**src/rtl/key_pkg.sv**
```systemverilog
// Shared key-path definitions: gesture FSM state encodings, strobe bundle and the
// default timing constants also used by the key debouncer (50 MHz clock, 1 ms tick).
package key_pkg;

    localparam int unsigned CLK_HZ        = 50_000_000;
    localparam int unsigned TICK_DIV_DEF  = 50_000;
    localparam int unsigned LONG_MS_DEF   = 800;
    localparam int unsigned DCLICK_MS_DEF = 250;
    localparam int unsigned REPEAT_MS_DEF = 100;
    localparam int unsigned CNT_W_DEF     = 16;

    typedef enum logic [2:0] {
        KS_IDLE           = 3'd0,
        KS_PRESSED        = 3'd1,
        KS_LONG_HELD      = 3'd2,
        KS_WAIT_SECOND    = 3'd3,
        KS_SECOND_PRESSED = 3'd4
    } key_state_e;

    typedef struct packed {
        logic short_press;
        logic long_press;
        logic repeat_pulse;
        logic double_click;
    } key_evt_t;

endpackage

```
**src/rtl/ms_tick_gen.sv**
```systemverilog
// Millisecond prescaler: counts 0..TICK_DIV-1 and flags the wrap cycle.
// clr restarts the count so callers can measure timeouts from a chosen cycle.
module ms_tick_gen
    import key_pkg::*;
#(
    parameter int unsigned TICK_DIV = TICK_DIV_DEF
) (
    input  logic clk,
    input  logic rst,
    input  logic clr,
    output logic ms_tick
);

    localparam int unsigned   PW   = (TICK_DIV > 1) ? $clog2(TICK_DIV) : 1;
    localparam logic [PW-1:0] LAST = PW'(TICK_DIV - 1);

    logic [PW-1:0] r_presc;

    always_ff @(posedge clk) begin
        if (rst || clr) begin
            r_presc <= '0;
        end else if (r_presc == LAST) begin
            r_presc <= '0;
        end else begin
            r_presc <= r_presc + 1'b1;
        end
    end

    assign ms_tick = (r_presc == LAST);

endmodule

```
**src/rtl/key_gesture_decoder.sv**
```systemverilog
// Classifies the debounced key level into short press, long press, auto-repeat and
// double-click events, each a registered one-cycle strobe.
module key_gesture_decoder
    import key_pkg::*;
#(
    parameter int unsigned TICK_DIV  = TICK_DIV_DEF,
    parameter int unsigned LONG_MS   = LONG_MS_DEF,
    parameter int unsigned DCLICK_MS = DCLICK_MS_DEF,
    parameter int unsigned REPEAT_MS = REPEAT_MS_DEF,
    parameter int unsigned CNT_W     = CNT_W_DEF
) (
    input  logic       clk,
    input  logic       rst,
    input  logic       key_down,
    output logic       short_press,
    output logic       long_press,
    output logic       repeat_pulse,
    output logic       double_click,
    output logic       busy,
    output logic [2:0] state_dbg
);

    localparam logic [CNT_W-1:0] LONG_C   = CNT_W'(LONG_MS);
    localparam logic [CNT_W-1:0] DCLICK_C = CNT_W'(DCLICK_MS);
    localparam logic [CNT_W-1:0] REPEAT_C = CNT_W'(REPEAT_MS);

    key_state_e       r_state;
    key_state_e       w_next_state;
    logic             r_key_q;
    logic             w_press;
    logic             w_release;
    logic [CNT_W-1:0] r_ms_cnt;
    logic             w_ms_tick;
    logic             w_clr;
    logic             w_repeat;
    key_evt_t         w_evt;
    key_evt_t         r_evt;

    // Sampling the key during reset too means a key already held at reset release
    // produces no press edge.
    always_ff @(posedge clk) begin
        r_key_q <= key_down;
    end

    assign w_press   = key_down & ~r_key_q;
    assign w_release = ~key_down & r_key_q;

    always_ff @(posedge clk) begin
        if (rst) begin
            r_state <= KS_IDLE;
        end else begin
            r_state <= w_next_state;
        end
    end

    always_comb begin
        w_next_state = r_state;
        case (r_state)
            KS_IDLE: begin
                if (w_press) w_next_state = KS_PRESSED;
            end
            KS_PRESSED: begin
                if (w_release)               w_next_state = KS_WAIT_SECOND;
                else if (r_ms_cnt == LONG_C) w_next_state = KS_LONG_HELD;
            end
            KS_LONG_HELD: begin
                if (w_release) w_next_state = KS_IDLE;
            end
            KS_WAIT_SECOND: begin
                if (w_press && (r_ms_cnt <= DCLICK_C)) w_next_state = KS_SECOND_PRESSED;
                else if (r_ms_cnt == DCLICK_C)        w_next_state = KS_IDLE;
            end
            KS_SECOND_PRESSED: begin
                if (w_release)               w_next_state = KS_IDLE;
                else if (r_ms_cnt == LONG_C) w_next_state = KS_LONG_HELD;
            end
            default: w_next_state = KS_IDLE;
        endcase
    end

    always_comb begin
        w_evt    = '0;
        w_repeat = 1'b0;
        case (r_state)
            KS_PRESSED: begin
                if (!w_release && (r_ms_cnt == LONG_C)) w_evt.long_press = 1'b1;
            end
            KS_LONG_HELD: begin
                if (!w_release && (r_ms_cnt == REPEAT_C)) begin
                    w_repeat           = 1'b1;
                    w_evt.repeat_pulse = 1'b1;
                end
            end
            KS_WAIT_SECOND: begin
                if (!w_press && (r_ms_cnt == DCLICK_C)) w_evt.short_press = 1'b1;
            end
            KS_SECOND_PRESSED: begin
                if (w_release) begin
                    w_evt.double_click = 1'b1;
                end else if (r_ms_cnt == LONG_C) begin
                    w_evt.short_press = 1'b1;
                    w_evt.long_press  = 1'b1;
                end
            end
            default: w_evt = '0;
        endcase
    end

    // Every timeout is measured from the cycle of the last transition or repeat.
    assign w_clr = (w_next_state != r_state) | w_repeat;

    ms_tick_gen #(
        .TICK_DIV (TICK_DIV)
    ) u_ms_tick_gen (
        .clk     (clk),
        .rst     (rst),
        .clr     (w_clr),
        .ms_tick (w_ms_tick)
    );

    always_ff @(posedge clk) begin
        if (rst || w_clr) begin
            r_ms_cnt <= '0;
        end else if (w_ms_tick && (r_ms_cnt != '1)) begin
            r_ms_cnt <= r_ms_cnt + 1'b1;
        end
    end

    always_ff @(posedge clk) begin
        if (rst) begin
            r_evt <= '0;
        end else begin
            r_evt <= w_evt;
        end
    end

    assign short_press  = r_evt.short_press;
    assign long_press   = r_evt.long_press;
    assign repeat_pulse = r_evt.repeat_pulse;
    assign double_click = r_evt.double_click;
    assign busy         = (r_state != KS_IDLE);
    assign state_dbg    = r_state;

endmodule

```
**config.mk**
```make
export PLATFORM = sky130hd
export DESIGN_NAME = key_gesture_decoder
export DESIGN_NICKNAME = d
export VERILOG_FILES = /design/src/rtl/key_pkg.sv /design/src/rtl/ms_tick_gen.sv /design/src/rtl/key_gesture_decoder.sv
export SDC_FILE = /design/constraint.sdc
export NUM_CORES = 1
export LEC_CHECK = 0
export ABC_AREA = 1
export CORE_ASPECT_RATIO = 1.1
export CORE_MARGIN = 2
export CORE_UTILIZATION = 55
export DETAILED_ROUTE_END_ITERATION = 10
export HOLD_SLACK_MARGIN = 0.1
export PLACE_DENSITY = 0.83
export SYNTH_ARGS = -nofsm -noshare
export SYNTH_HDL_FRONTEND = slang
export SYNTH_HIERARCHICAL = 1
export SYNTH_SLANG_ARGS = --single-unit
export TNS_END_PERCENT = 10
```
**constraint.sdc**
```tcl
create_clock -name clk -period 2.05 [get_ports clk]
set_input_delay 0.41 -clock clk [delete_from_list [all_inputs] [get_ports clk]]
set_output_delay 0.41 -clock clk [all_outputs]
set_load 0.05 [all_outputs]
```
==> flow_summary_export.csv, run 1 <==
group,metric,value,unit
setup_path,crit_arrival,2.20,ns
power_and_ir_drop,p_comb_frac,0.075,
layout,regArea,807,um^2
timing,final.setup_skew,0.00381,ns
layout,area_growth,18.3,%
timing,grt_setup_unrepaired,"true",
global_routing,grt_use_total,0.225,
worst_hold_path,hp-class,"reg2reg",
synthesis,ys_seq_area_frac,0.339,
layout,fin_nets,391,
floorplanning,die_h,72.7,um
floorplanning,start_util,0.582,
placement,io_buffers,10,
placement,hpwlAfterDp,3.63,mm
power_and_ir_drop,p_int,1.19,mW
global_routing,grt_pass1_wl,8.38,mm
synthesis,yosys.area.top_type,"dfxtp_1",
power_and_ir_drop,ir_worst_vdd,0.000430,V
setup_path,critPathRequiredTime,2.28,ns
placement,gp_congestion,0.976,
placement,placed_cells,427,
drt,routedWlPerCell,11.7,um
timing,fin_crit_sh,0.961,
cts,numCtsBuffers,5,
job,drv_cap,0,
drt,routed_wl,5.13,mm
cts,clk_path_buf_depth,2,
timing,fmax,507,MHz
synthesis,synthCells,354,
timing,setup_viol,0,
drt,remaining_drc_errors,0,
synthesis,synth_area,2360,um^2
run_status,status,"finished, final reports clean",
synthesis,synth_top_area_share,0.339,
setup_path,cp_max_fo,8,
setup_path,critical_path_class,"in2reg",
layout,n_antenna_cell,0,
synthesis,synthFlopType,"dfxtp_1",
synthesis,synth-warning-count,6,
power_and_ir_drop,powerDensity,554,nW/um^2
timing,whs,0.433,ns
cts,cts.sinks,40,
cts,clk_latency,0.30,ns
synthesis,async_flop_share,0,
power_and_ir_drop,p_sw,0.361,mW
cts,cts_hold_repair.buffers,0,
floorplanning,core,4050,um^2
layout,multiInputGateArea,1400,um^2
cts,path_clk_slew,0.08,ns
timing,final_max_slew_viol_count,0,
power_and_ir_drop,leakage,1.02,nW
synthesis,synth_nets,361,
timing,worst_pin_slew,0.502,ns
drt,first_pass_iters,4,
setup_path,startpoint_type,"primary input",
drt,viasPerCell,5.22,
setup_path,end_kind,"register",
global_routing,first_global_vias,2087,
power_and_ir_drop,p_clk_frac,0.411,
global_routing,antenna_found_initial,0,
floorplanning,die_area,4830,um^2
layout,fillCellCount,341,
global_routing,grt-ovfl-total,0,
floorplanning,rows,24,
synthesis,ys_ff_latch,40,
cts,clock-root-buffer,"clkbuf_8",
floorplanning,num_io_pins,11,
layout,fin_cells,437,
drt,drtAntennaViolNets,0,
drt,drt_iter0_markers,84,
layout,layout-drive-gt1-share,0.192,
timing,hold_violations,0,
floorplanning,die_x,66.5,um
timing,slew-limit-headroom,0.664,
synthesis,yosysUniqueCellTypes,34,
drt,vias,2279,
cts,h-tree-depth,2,
synthesis,yosys-top-cells-area,"dfxtp_1 (34%), nand2_1 (12%), nor2_1 (11%)",
power_and_ir_drop,seqPwrFrac,0.514,
global_routing,grt_max_degree,17,
power_and_ir_drop,switching_share,0.233,
synthesis,synth_edf_count,0,
synthesis,avgSynthCellArea,6.67,um^2
cts,cts_tree,"built",
timing,min_period,1.97,ns
==> layer usage <==
layer,vias up,track usage,part of all wire
met2,50,0.402,0.51
met3,12,0.0571,0.034
met4,0,0.111,0.023
met5,-,0,0
li1,1170,-,-
met1,1047,0.243,0.43
==> power by group through the flow <==
stage          Sequential [mW]  Clock [mW]  Combinational, mW
2_1_floorplan            0.816           0             0.0719
3_3_place_gp             0.812           0              0.102
3_5_place_dp             0.812           0              0.104
4_1_cts                  0.794       0.653              0.106
5_1_grt                  0.797       0.678              0.125
6_report                 0.795       0.636              0.116
==> synth_stat cells (2+ instances only) <==
cell type	instances
a21oi_1	13
nand4_1	13
inv_2	2
nor4_1	3
buf_6	2
inv_1	49
nor2_4	3
nor2_1	68
ha_1	4
nand2_1	75
nor3_1	11
xor2_1	16
nand3_1	20
o21ai_0	3
nor2_2	4
dfxtp_1	40
or2_2	2
o21ai_1	4
nand2_2	6
nand2_4	2
==> final cells by class <==
class                           count  share of cell area
Multi-Input combinational cell    259               0.500
Tap cell                           52              0.0233
Timing Repair Buffer               26              0.0780
Inverter                           52              0.0708
Sequential cell                    40               0.289
Clock inverter                      2              0.0126
Clock buffer                        6              0.0260
==> stage by stage <==
step | cell area [um^2] | power, mW | util | setup TNS (ns) | setup slack, ns
floorplan | 2370 | 0.888 | - | 0 | 0.0198
global placement | 2600 | 0.914 | 0.641 | -5.50 | -0.214
detailed placement | 2600 | 0.916 | 0.641 | -7.83 | -0.322
CTS | 2720 | 1.55 | 0.672 | 0 | 0.0295
global route | 2790 | 1.60 | 0.689 | -0.315 | -0.0322
finish | 2790 | 1.55 | 0.689 | 0 | 0.0795
==> layout by cell type (no fill, tap or decap), types with 4 or more instances in the layout <==
| master | netlist | final |
|---|---|---|
| nand2_2 | 6 | 10 |
| xor2_1 | 16 | 15 |
| o21ai_1 | 4 | 4 |
| nor2_1 | 68 | 64 |
| inv_2 | 2 | 5 |
| buf_4 | 0 | 17 |
| clkbuf_8 | 0 | 5 |
| nor2_4 | 3 | 4 |
| a21oi_2 | 0 | 4 |
| dfxtp_2 | 0 | 5 |
| inv_1 | 49 | 46 |
| nand2_1 | 75 | 71 |
| nand4_1 | 13 | 13 |
| clkdlybuf4s50_1 | 0 | 9 |
| a21oi_1 | 13 | 9 |
| dfxtp_1 | 40 | 35 |
| nor3_1 | 11 | 10 |
| nand3_1 | 20 | 19 |
| nor2_2 | 4 | 7 |
==> sequential cells by signal, summed over array words and instances (netlist names) <==
name                   flops
r_ms_cnt                  16
u_ms_tick_gen/r_presc     16
state_dbg                  3
double_click               1
long_press                 1
r_key_q                    1
repeat_pulse               1
short_press                1
==> critical path: stages <==
cell	delay, ns
clkdlybuf4s50_1	0.49
inv_2	0.06
nand2_2	0.10
inv_1	0.08
nor3_2	0.17
nor2_1	0.10
nand3_1	0.09
nand2_1	0.05
nand2_1	0.08
nand3_1	0.12
nor2_4	0.16
nand2_4	0.12
a21oi_1	0.15
==> what timing repair did <==
item	4_1_cts	5_1_grt
setup endpoints to repair	11	32
pin swaps	1	5
gates resized for setup	2	21
gates cloned	0	1
buffers inserted	1	0
==> cells by family (layout without fill, tap and decap cells) <==
logic type,count (synthesis),in the layout,synth area share
AO/OA/AOI/OAI,24,24,0.0546
multiplexers,1,1,0.00477
AND/OR/NAND/NOR,212,213,0.415
adder cells (fa/ha/maj),4,4,0.0212
buffers and inverters,56,86,0.102
flip-flops,40,40,0.339
XOR/XNOR,17,17,0.0631
==> final timing paths <==
path                                               start                        to  slack [ns]  cells past startpoint
worst max register to register               r_ms_cnt[0]  u_ms_tick_gen/r_presc[9]        0.11                     13
worst max-delay path                            key_down  u_ms_tick_gen/r_presc[9]        0.08                     13
worst min-delay path            u_ms_tick_gen/r_presc[0]  u_ms_tick_gen/r_presc[0]        0.43                      1
worst min register to register  u_ms_tick_gen/r_presc[0]  u_ms_tick_gen/r_presc[0]        0.43                      1
No activity file was read; power rests on OpenSTA's default activity.
==> run 2: changes to the inputs <==
--- a/config.mk
+++ b/config.mk
@@ -12,6 +12,7 @@
 export DETAILED_ROUTE_END_ITERATION = 10
 export HOLD_SLACK_MARGIN = 0.1
 export PLACE_DENSITY = 0.83
+export SKIP_CTS_REPAIR_TIMING = 1
 export SYNTH_ARGS = -nofsm -noshare
 export SYNTH_HDL_FRONTEND = slang
 export SYNTH_HIERARCHICAL = 1
==> run 2 against run 1 <==
Net effect:
- power fell by 0.14%
- combinational power about the same
- clock skew hardly changed
- critical path depth did not move
- critical path type unchanged
- largest cell class unchanged
==> flow_summary_export.csv, run 2 (same netlist as run 1, synthesis figures left out) <==
group,metric,value,unit
run_status,status,"finished, final reports clean",
layout,area_growth,18.9,%
cts,clk_latency,0.29,ns
floorplanning,rows,24,
setup_path,cp_max_fo,8,
drt,routed_wl,5.10,mm
setup_path,critPathRequiredTime,2.27,ns
floorplanning,die_area,4830,um^2
global_routing,grt_max_degree,17,
layout,fillCellCount,329,
drt,drt_iter0_markers,88,
layout,final_common_cell,"nand2_1",
placement,gp_congestion,0.976,
global_routing,grt_use_total,0.225,
cts,clk_path_buf_depth,2,
timing,min_period,1.97,ns
cts,h-tree-depth,2,
global_routing,first_global_vias,2083,
cts,numCtsBuffers,5,
timing,slew-limit-headroom,0.664,
drt,viasPerCell,5.13,
power_and_ir_drop,p_clk_frac,0.411,
power_and_ir_drop,ir_worst_vdd,0.000429,V
drt,first_pass_iters,4,
setup_path,crit_slowest_cell,"clkdlybuf4s50_1",
timing,setup_viol,0,
timing,setup_ws,0.0779,ns
drt,vias,2240,
layout,n_antenna_cell,0,
setup_path,startpoint_type,"primary input",
power_and_ir_drop,powerDensity,551,nW/um^2
timing,grt_setup_unrepaired,"true",
drt,drtAntennaViolNets,0,
setup_path,cp_top_family,"simple AND/OR/NAND/NOR gates",
power_and_ir_drop,p_comb_frac,0.075,
layout,regArea,807,um^2
layout,layout-drive-gt1-share,0.195,
cts,path_clk_slew,0.08,ns
floorplanning,die_x,66.5,um
timing,fmax,507,MHz
setup_path,cpPeakStageDelay,0.49,ns
placement,dpl_cell_area,2600,um^2
setup_path,end_kind,"register",
setup_path,crit_arrival,2.19,ns
timing,fin_crit_sh,0.962,
power_and_ir_drop,switching_share,0.232,
layout,final_cell_mix,"nand2_1 (71), nor2_1 (64), inv_1 (46)",
timing,hold_violations,0,
placement,io_buffers,10,
floorplanning,start_util,0.582,
cts,cts_tree,"built",
layout,fin_nets,391,
global_routing,grt_pass1_wl,8.39,mm
layout,multiInputGateArea,1410,um^2
setup_path,critical_path_class,"in2reg",
timing,final.setup_skew,0.00400,ns
job,drv_cap,0,
global_routing,grt-ovfl-total,0,
power_and_ir_drop,finalPower,1.54,mW
floorplanning,num_io_pins,11,
placement,hpwlAfterDp,3.63,mm
timing,worst_pin_slew,0.502,ns
power_and_ir_drop,leakage,1.02,nW
worst_hold_path,hp-class,"reg2reg",
layout,post-route-util,0.692,
power_and_ir_drop,p_sw,0.359,mW
timing,final_max_slew_viol_count,0,
floorplanning,die_h,72.7,um
power_and_ir_drop,p_int,1.19,mW
layout,design_area,2810,um^2
cts,cts.sinks,40,
setup_path,cp_cell_sequence,"clkdlybuf4s50_1 -> inv_2 -> nand2_2 -> inv_1 -> nor3_2 -> nor2_1 -> nand3_1 -> nand2_1 -> nand2_1 -> nand3_1 -> nor2_4 -> nand2_4 -> a21oi_1",
drt,remaining_drc_errors,0,
setup_path,path_buf_inv,3,
placement,dp_slack,-0.322,ns
power_and_ir_drop,seqPwrFrac,0.515,
drt,routedWlPerCell,11.7,um
floorplanning,core,4050,um^2
cts,clock-root-buffer,"clkbuf_8",
global_routing,antenna_found_initial,0,
## run 2: changes by cell type in the layout (fill, tap and decap cells not counted)
cell	change
ha_2	-1
ha_4	+1
nand3_1	-1
nand3_2	+1
## run 2: layout make-up
cell class,count,share of cell area
repair buffers,26,0.0776
flip-flops and latches,40,0.288
inverters,52,0.0704
multi-input cells,259,0.503
well taps,52,0.0232
clock inverters,2,0.0125
clock buffers,6,0.0259
## run 2: power groups by stage
stage / logic [mW] / registers, mW / clock network (mW)
floorplan: 0.0719 / 0.816 / 0
global placement: 0.102 / 0.812 / 0
detailed placement: 0.104 / 0.812 / 0
CTS: 0.105 / 0.794 / 0.653
global route: 0.126 / 0.797 / 0.678
finish: 0.115 / 0.795 / 0.635
## run 2: per-layer routing
metal	GRT usage	wire length, um
met3	0.0571	139
met1	0.245	2260
met2	0.400	2570
met5	0	0
met4	0.113	125
## run 2: final timing paths
| kind | from | slack [ns] | cells after the start | endpoint |
|---|---|---|---|---|
| setup reg to reg | r_ms_cnt[5] | 0.13 | 14 | u_ms_tick_gen/r_presc[9] |
| hold / removal | u_ms_tick_gen/r_presc[0] | 0.43 | 1 | u_ms_tick_gen/r_presc[0] |
| setup / recovery | key_down | 0.08 | 13 | u_ms_tick_gen/r_presc[9] |
| hold reg to reg | u_ms_tick_gen/r_presc[0] | 0.43 | 1 | u_ms_tick_gen/r_presc[0] |
## run 2: per-stage QoR
| step | setup TNS (ns) | hold slack [ns] | cells |
|---|---|---|---|
| final | 0 | 0.433 | 437 |
| after global routing | -1.16 | 0.465 | 437 |
| after CTS | -0.324 | 0.478 | 435 |
| after detailed placement | -7.83 | 0.457 | 427 |
| after global placement | -5.50 | 0.444 | 427 |
| after floorplan | 0 | 0.430 | 354 |
==> run 3: changes to the inputs <==
--- a/config.mk
+++ b/config.mk
@@ -7,11 +7,12 @@
 export LEC_CHECK = 0
 export ABC_AREA = 1
 export CORE_ASPECT_RATIO = 1.1
-export CORE_MARGIN = 2
+export CORE_MARGIN = 1
 export CORE_UTILIZATION = 55
+export CTS_BUF_LIST = sky130_fd_sc_hd__clkbuf_2 sky130_fd_sc_hd__clkbuf_4 sky130_fd_sc_hd__clkbuf_8
 export DETAILED_ROUTE_END_ITERATION = 10
 export HOLD_SLACK_MARGIN = 0.1
-export PLACE_DENSITY = 0.83
+export PLACE_DENSITY = 0.79
 export SKIP_CTS_REPAIR_TIMING = 1
 export SYNTH_ARGS = -nofsm -noshare
 export SYNTH_HDL_FRONTEND = slang
==> run 3 against run 2 <==
Net effect:
- critical path depth fell by 12
- critical endpoint is now state_dbg[0]
- largest cell class unchanged
- clock power down 21%
- first-iteration DRC count is 2.3% lower
- worst hold slack better by 0.033 ns
- sequential power hardly changed
==> flow_summary_export.csv, run 3 (same netlist as run 1, synthesis figures left out) <==
group,metric,value,unit
timing,slew-limit-headroom,0.663,
setup_path,end_kind,"output port",
timing,final.setup_skew,0.00572,ns
timing,worst_pin_slew,0.505,ns
worst_hold_path,hp-class,"reg2reg",
layout,n_antenna_cell,0,
cts,h-tree-depth,2,
timing,setup_viol,0,
power_and_ir_drop,seqPwrFrac,0.561,
power_and_ir_drop,leakage,1.01,nW
drt,drt_iter0_markers,86,
cts,clock-root-buffer,"clkbuf_8",
drt,remaining_drc_errors,0,
timing,setup_ws,0.110,ns
layout,area_growth,16.5,%
setup_path,startpoint_type,"register",
timing,grt_setup_unrepaired,"true",
power_and_ir_drop,p_int,1.07,mW
cts,cts_tree,"built",
layout,layout-drive-gt1-share,0.180,
setup_path,crit_arrival,1.53,ns
drt,first_pass_iters,4,
global_routing,first_global_vias,2019,
cts,path_clk_slew,0.07,ns
power_and_ir_drop,p_sw,0.344,mW
setup_path,crit_slowest_cell,"clkdlybuf4s50_1",
job,drv_cap,0,
drt,viasPerCell,5.09,
floorplanning,rows,24,
floorplanning,die_h,70.7,um
global_routing,grt_pass1_wl,8.00,mm
setup_path,cpPeakStageDelay,0.83,ns
setup_path,critical_path_class,"reg2out",
floorplanning,die_area,4560,um^2
drt,vias,2218,
cts,clk_latency,0.29,ns
global_routing,grt_max_degree,17,
layout,fin_nets,391,
drt,routedWlPerCell,11.2,um
timing,min_period,1.94,ns
cts,cts.sinks,40,
floorplanning,die_x,64.5,um
run_status,status,"finished, final reports clean",
placement,gp_congestion,0.920,
timing,hold_violations,0,
layout,post-route-util,0.683,
floorplanning,num_io_pins,11,
setup_path,critPathRequiredTime,1.64,ns
global_routing,grt-ovfl-total,0,
global_routing,grt_use_total,0.226,
floorplanning,start_util,0.586,
drt,routed_wl,4.87,mm
setup_path,path_buf_inv,1,
global_routing,antenna_found_initial,0,
cts,numCtsBuffers,5,
setup_path,cp_max_fo,7,
timing,final_max_slew_viol_count,0,
layout,final_common_cell,"nand2_1",
floorplanning,core,4020,um^2
cts,clk_path_buf_depth,2,
power_and_ir_drop,ir_worst_vdd,0.000402,V
layout,final_cell_mix,"nand2_1 (71), nor2_1 (65), inv_1 (46)",
timing,fmax,515,MHz
placement,dp_slack,-0.279,ns
power_and_ir_drop,powerDensity,515,nW/um^2
drt,drtAntennaViolNets,0,
power_and_ir_drop,switching_share,0.243,
setup_path,cp_top_family,"buffers and inverters",
power_and_ir_drop,p_clk_frac,0.356,
power_and_ir_drop,p_comb_frac,0.083,
placement,hpwlAfterDp,3.55,mm
setup_path,cp_cell_sequence,"clkdlybuf4s50_1",
timing,fin_crit_sh,0.946,
placement,io_buffers,10,
## run 3: changes by cell type in the layout (fill, tap and decap cells not counted), sizes merged
cell,previous run,this run
bufinv,1,0
## run 3: final timing paths
path	start	endpoint	slack (ns)	cells past startpoint
max	state_dbg[0]	state_dbg[0]	0.11	1
min	u_ms_tick_gen/r_presc[0]	u_ms_tick_gen/r_presc[0]	0.47	1
max reg2reg	r_ms_cnt[0]	r_ms_cnt[15]	0.14	12
min reg2reg	u_ms_tick_gen/r_presc[0]	u_ms_tick_gen/r_presc[0]	0.47	1
## run 3: cell type report
class,count,area (um^2)
Clock inverter,1,5.00
Multi-Input combinational cell,259,1380
Clock buffer,6,76.3
Sequential cell,40,805
Fill cell,345,1270
Timing Repair Buffer,26,218
Inverter,52,198
Tap cell,52,65.1
## run 3: power groups by stage
stage,Sequential [mW],Clock (mW),Combinational (mW)
final,0.794,0.504,0.117
after global routing,0.795,0.563,0.130
after CTS,0.794,0.520,0.106
after detailed placement,0.812,0,0.106
after global placement,0.812,0,0.105
after floorplan,0.816,0,0.0719
## run 3: per-stage QoR
step	cell area [um^2]	TNS (ns)	instances	total power, mW	hold WS, ns
after floorplan	2370	0	354	0.888	0.430
after global placement	2610	-5.22	428	0.917	0.443
after detailed placement	2610	-6.91	428	0.918	0.450
after CTS	2690	0	435	1.42	0.468
after global routing	2750	-0.388	436	1.49	0.524
final	2750	0	436	1.42	0.466
## run 3: per-layer routing
metal,vias up,track usage,part of all wire
li1,1175,-,-
met1,1009,0.245,0.44
met2,27,0.408,0.52
met3,7,0.0645,0.026
met4,0,0.0889,0.014
met5,-,0,0
